==> src/rtl/id_ex_stage.sv <==
// ID/EX pipeline register with load-use hazard detection.
// It captures the decoded bundle into the EX stage and inserts one bubble per
// load-use hazard. Flush and hold from downstream are honoured. A saturating
// counter records how many hazard bubbles were inserted.
module id_ex_stage #(
  parameter int DW = 32,
  parameter int CW = 16
) (
  input  logic          clk,
  input  logic          reset,
  input  logic          id_valid,
  input  logic [4:0]    id_rs,
  input  logic [4:0]    id_rt,
  input  logic [4:0]    id_rd,
  input  logic [4:0]    id_shamt,
  input  logic [DW-1:0] id_rs_data,
  input  logic [DW-1:0] id_rt_data,
  input  logic [DW-1:0] id_imm_ext,
  input  logic [DW-1:0] id_pc_plus4,
  input  logic [1:0]    id_jump,
  input  logic [1:0]    id_alu_src_a,
  input  logic [1:0]    id_alu_src_b,
  input  logic [1:0]    id_reg_dst,
  input  logic [1:0]    id_mem_to_reg,
  input  logic [3:0]    id_alu_op,
  input  logic          id_branch,
  input  logic          id_reg_write,
  input  logic          id_mem_read,
  input  logic          id_mem_write,
  input  logic          ex_flush,
  input  logic          ex_hold,
  output logic          ex_valid,
  output logic [4:0]    ex_rs,
  output logic [4:0]    ex_rt,
  output logic [4:0]    ex_rd,
  output logic [4:0]    ex_shamt,
  output logic [DW-1:0] ex_rs_data,
  output logic [DW-1:0] ex_rt_data,
  output logic [DW-1:0] ex_imm_ext,
  output logic [DW-1:0] ex_pc_plus4,
  output logic [1:0]    ex_jump,
  output logic          ex_branch,
  output logic          ex_reg_write,
  output logic [1:0]    ex_alu_src_a,
  output logic [1:0]    ex_alu_src_b,
  output logic [3:0]    ex_alu_op,
  output logic          ex_mem_read,
  output logic          ex_mem_write,
  output logic [1:0]    ex_mem_to_reg,
  output logic [4:0]    ex_write_reg,
  output logic          stall_if_id,
  output logic [CW-1:0] hazard_bubbles
);

  typedef struct packed {
    logic          valid;
    logic [4:0]    rs;
    logic [4:0]    rt;
    logic [4:0]    rd;
    logic [4:0]    shamt;
    logic [DW-1:0] rs_data;
    logic [DW-1:0] rt_data;
    logic [DW-1:0] imm_ext;
    logic [DW-1:0] pc_plus4;
    logic [1:0]    jump;
    logic          branch;
    logic          reg_write;
    logic [1:0]    alu_src_a;
    logic [1:0]    alu_src_b;
    logic [3:0]    alu_op;
    logic          mem_read;
    logic          mem_write;
    logic [1:0]    mem_to_reg;
    logic [4:0]    write_reg;
  } ex_bundle_t;

  ex_bundle_t ex_q;
  ex_bundle_t cap;
  logic [4:0] dst;
  logic       uses_rs;
  logic       uses_rt;
  logic       load_use;

  // Destination select happens here, so EX sees a ready register number.
  always_comb begin
    dst = 5'd31;
    case (id_reg_dst)
      2'b00:   dst = id_rd;
      2'b11:   dst = id_rt;
      default: dst = 5'd31;
    endcase
  end

  // Capture bundle. An invalid ID slot keeps its data but gets no enables.
  always_comb begin
    cap            = '0;
    cap.valid      = id_valid;
    cap.rs         = id_rs;
    cap.rt         = id_rt;
    cap.rd         = id_rd;
    cap.shamt      = id_shamt;
    cap.rs_data    = id_rs_data;
    cap.rt_data    = id_rt_data;
    cap.imm_ext    = id_imm_ext;
    cap.pc_plus4   = id_pc_plus4;
    cap.jump       = id_valid ? id_jump : 2'b00;
    cap.branch     = id_valid & id_branch;
    cap.reg_write  = id_valid & id_reg_write;
    cap.alu_src_a  = id_alu_src_a;
    cap.alu_src_b  = id_alu_src_b;
    cap.alu_op     = id_alu_op;
    cap.mem_read   = id_valid & id_mem_read;
    cap.mem_write  = id_valid & id_mem_write;
    cap.mem_to_reg = id_mem_to_reg;
    cap.write_reg  = dst;
  end

  // Load in EX whose target is read by the ID instruction; $0 never hazards.
  always_comb begin
    uses_rs  = (id_alu_src_a == 2'b10) | (id_jump == 2'b01);
    uses_rt  = (id_alu_src_b == 2'b11) | id_mem_write;
    load_use = ex_q.valid & ex_q.mem_read & (ex_q.rt != 5'd0) & id_valid &
               ((uses_rs & (ex_q.rt == id_rs)) | (uses_rt & (ex_q.rt == id_rt)));
  end

  // A flush kills the ID instruction, so there is nothing to hold for.
  assign stall_if_id = (load_use | ex_hold) & ~ex_flush;

  // EX register: reset > flush > hold > load-use bubble > capture.
  always_ff @(posedge clk) begin
    if (!reset)        ex_q <= '0;
    else if (ex_flush) ex_q <= '0;
    else if (ex_hold)  ex_q <= ex_q;
    else if (load_use) ex_q <= '0;
    else               ex_q <= cap;
  end

  // Counts only bubbles that load-use actually inserted; sticks at all-ones.
  always_ff @(posedge clk) begin
    if (!reset)
      hazard_bubbles <= '0;
    else if (!ex_flush && !ex_hold && load_use && (hazard_bubbles != {CW{1'b1}}))
      hazard_bubbles <= hazard_bubbles + CW'(1);
  end

  assign ex_valid      = ex_q.valid;
  assign ex_rs         = ex_q.rs;
  assign ex_rt         = ex_q.rt;
  assign ex_rd         = ex_q.rd;
  assign ex_shamt      = ex_q.shamt;
  assign ex_rs_data    = ex_q.rs_data;
  assign ex_rt_data    = ex_q.rt_data;
  assign ex_imm_ext    = ex_q.imm_ext;
  assign ex_pc_plus4   = ex_q.pc_plus4;
  assign ex_jump       = ex_q.jump;
  assign ex_branch     = ex_q.branch;
  assign ex_reg_write  = ex_q.reg_write;
  assign ex_alu_src_a  = ex_q.alu_src_a;
  assign ex_alu_src_b  = ex_q.alu_src_b;
  assign ex_alu_op     = ex_q.alu_op;
  assign ex_mem_read   = ex_q.mem_read;
  assign ex_mem_write  = ex_q.mem_write;
  assign ex_mem_to_reg = ex_q.mem_to_reg;
  assign ex_write_reg  = ex_q.write_reg;

endmodule

==> config.mk <==
export PLATFORM = sky130hd
export DESIGN_NAME = id_ex_stage
export DESIGN_NICKNAME = d
export VERILOG_FILES = /design/src/rtl/id_ex_stage.sv
export SDC_FILE = /design/constraint.sdc
export NUM_CORES = 1
export LEC_CHECK = 0
export CAP_MARGIN = 20
export CORE_AREA = 2 2 139 141
export CTS_CLUSTER_SIZE = 16
export DETAILED_ROUTE_END_ITERATION = 8
export DIE_AREA = 0 0 141 143
export PLACE_DENSITY = 0.71
export SYNTH_ARGS = -nofsm -noshare
export SYNTH_HDL_FRONTEND = slang
export SYNTH_SLANG_ARGS = --single-unit
==> constraint.sdc <==
create_clock -name clk -period 4.25 [get_ports clk]
set_input_delay 0.85 -clock clk [delete_from_list [all_inputs] [get_ports clk]]
set_output_delay 0.85 -clock clk [all_outputs]
set_load 0.03 [all_outputs]
==> flow_summary.yaml <==
status:
  status: "finished clean"
floorplanning:
  placementRows: 50
  core_area_um2: 18600
  chipHeight_um: 143
  initial_utilization: 0.339
  io_pins: 358
  die_width_um: 141
  die-area_um2: 20200
synth:
  ys_ff_latch: 186
  ys_warn_count: 0
  async_flop_share: 0
  synthTopCellsByArea: "dfxtp_1, a22o_1, clkbuf_1, buf_6, xor2_1"
  synth-edff-count: 0
  synthTopCellsByCount: "dfxtp_1, a22o_1, clkbuf_1, nand2_1"
  synth_most_common_cell: "dfxtp_1"
  synth_area_leader_cell: "dfxtp_1"
  syn_area_um2: 6300
  synthDominantCellAreaShare: 0.591
  avgSynthCellArea_um2: 11.9
  synthFlopType: "dfxtp_1"
  ys_types: 37
  syn_nets: 703
  ys_seq_area_frac: 0.591
  synth_cells: 529
placement:
  io_buffers: 357
  dp.cells: 1083
  dp_slack_ps: 519
  hpwlAfterDp_um: 14700
  place_congestion: 0.787
cells_and_area:
  drive_gt1_frac: 0.0488
  syn_to_final_growth_pct: 69.0
  nets: 1042
  stdcell_count: 1116
critical_path:
  path_delay_family: "simple AND/OR/NAND/NOR gates"
  cp_max_fo: 2
  r2r_end: "ex_imm_ext[11]"
  crit_required_ps: 3400
  worstRegToRegCells: 7
  cp_slowest_cell: "clkdlybuf4s50_1"
  setup.worst_path.class: "input pin to output pin"
  rrSetupSlack_ps: 1480
  arrival_ps: 2760
  cp_common_cell: "a21oi_1"
  path_cells: "clkdlybuf4s50_1 > a21oi_1 > nor4_1 > a22oi_1 > or3_1 > a21oi_1 > buf_4"
  critPathLaunchType: "input pin"
  end_kind: "output pin"
  r2r-start: "ex_rt[4]"
  slowest_delay_ps: 530
  crit_buf_inv: 2
hold_path:
  holdCritPathClass: "flip-flop to flip-flop"
  worstHoldStart: "ex_rs_data[5]"
  whs_path_depth: 1
  holdPathEnd: "ex_rs_data[5]"
clock_network:
  cts_resized: 0
  numCtsBuffers: 17
  clk_latency_ps: 420
  htreeDepth: 4
  cts_tree: "yes"
  ctsHoldBuffers: 0
  post_cts_buffers: 0
  clk_pin_slew_ps: 70
  clock_sinks: 186
  cts_root_buffer: "clkbuf_16"
  cts_buffer_depth: 2
global_route:
  grt_pass1_vias: 5387
  grt_pass1_wl_um: 31000
  grt_usage: 0.196
  antenna_found_initial: 1
  overflow: 0
  grt_max_degree: 108
timing:
  relSlewSlack: 0.296
  tightestPinTransition_ps: 1060
  min_period_ps: 3610
  rsz0062_at_grt: "false"
  fin_crit_sh: 0.849
  fmax_mhz: 277
  finalWorstSetupSlack_ps: 643
  final-max-slew-violation-count: 0
  final.setup.tns_ps: 0
  whs_ps: 472
  finalHoldViolations: 0
  skew_ps: 11.5
  finalSetupViolCount: 0
pwr:
  p_switching_w: 0.00100
  leakage_nw: 3.97
  switching_share: 0.251
  p_per_area_nw_per_um2: 374
  ir_drop_v: 0.000243
  p_total_w: 0.00398
  pwr-share-comb: 0.128
  internal_power_w: 0.00298
  pwr-share-clk: 0.414
  sequentialPowerShare: 0.458
detailed_routing:
  drt-wirelength-per-cell_um: 18.5
  drc_errors: 0
  postRouteAntennaNets: 0
  firstDrtPassIters: 4
  drt_iter0_drc: 202
  routed_wl_um: 20700
  vias_per_cell: 5.06
  vias: 5651
job:
  max-cap-violations: 0
## final cells by class
class	count	area, µm²
Antenna cell	1	2.50
Clock buffer	18	439
Clock inverter	14	180
Fill cell	1599	7940
Inverter	4	15.0
Multi-Input combinational cell	294	2330
Sequential cell	186	3720
Tap cell	234	293
Timing Repair Buffer	365	3660
## metal layers
layer	wire, µm	global-route usage	vias up
li1	-	-	2729
met3	1860	0.0805	28
met2	9600	0.305	248
met4	474	0.0668	0
met1	8760	0.245	2646
met5	0	0	-
## power by group through the flow
| stage | clock (W) | combinational (W) | sequential (W) |
|---|---|---|---|
| 2_1_floorplan | 0 | 0.000111 | 0.00197 |
| 3_3_place_gp | 0 | 0.000507 | 0.00186 |
| 5_1_grt | 0.00177 | 0.000537 | 0.00183 |
| 6_report | 0.00165 | 0.000510 | 0.00183 |
| 4_1_cts | 0.00169 | 0.000513 | 0.00183 |
| 3_5_place_dp | 0 | 0.000511 | 0.00186 |
## metrics by stage
| step | instance area, µm² | util |
|---|---|---|
| 6_report | 10600 | 0.573 |
| 3_5_place_dp | 10000 | 0.539 |
| 5_1_grt | 10600 | 0.573 |
| 2_1_floorplan | 6300 | - |
| 4_1_cts | 10600 | 0.573 |
| 3_3_place_gp | 10000 | 0.539 |
## worst max-delay path by stage
stage | start | to | slack, ps | cells after the start
global route | id_alu_src_b[0] | stall_if_id | 520 | 7
global placement | id_alu_src_b[0] | ex_imm_ext[2] | 580 | 8
finish | id_alu_src_b[0] | stall_if_id | 640 | 7
floorplan | id_rt[4] | stall_if_id | 970 | 6
detailed placement | id_alu_src_b[0] | ex_pc_plus4[14] | 520 | 8
CTS | id_alu_src_b[0] | stall_if_id | 610 | 7
## cells in the final DEF, fill, tap and decap left out, types with 4 or more instances in the layout
cell             count
o31ai_1              8
xor2_1              10
dfxtp_1            186
clkdlybuf4s50_1    356
nand3_1             12
inv_1                4
a22o_1             164
a32o_1               6
or4_1               10
a21oi_1             12
a221o_1              5
inv_6                4
clkbuf_16           17
o21ai_0              4
or3_1                5
buf_4                7
mux2i_1              4
nor3_1               4
and3_1               4
nand2b_1             6
nand2_1             14
## cell families after synthesis
kind of cell             count (synthesis)  share of synthesized area
AO/OA/AOI/OAI                          206                      0.277
flip-flops                             186                      0.591
AND/OR/NAND/NOR                         71                     0.0648
buffers and inverters                   49                     0.0411
XOR/XNOR                                10                     0.0139
multiplexers                             4                    0.00636
adder cells (fa/ha/maj)                  3                    0.00596
Power figures use the tool's default switching activity.
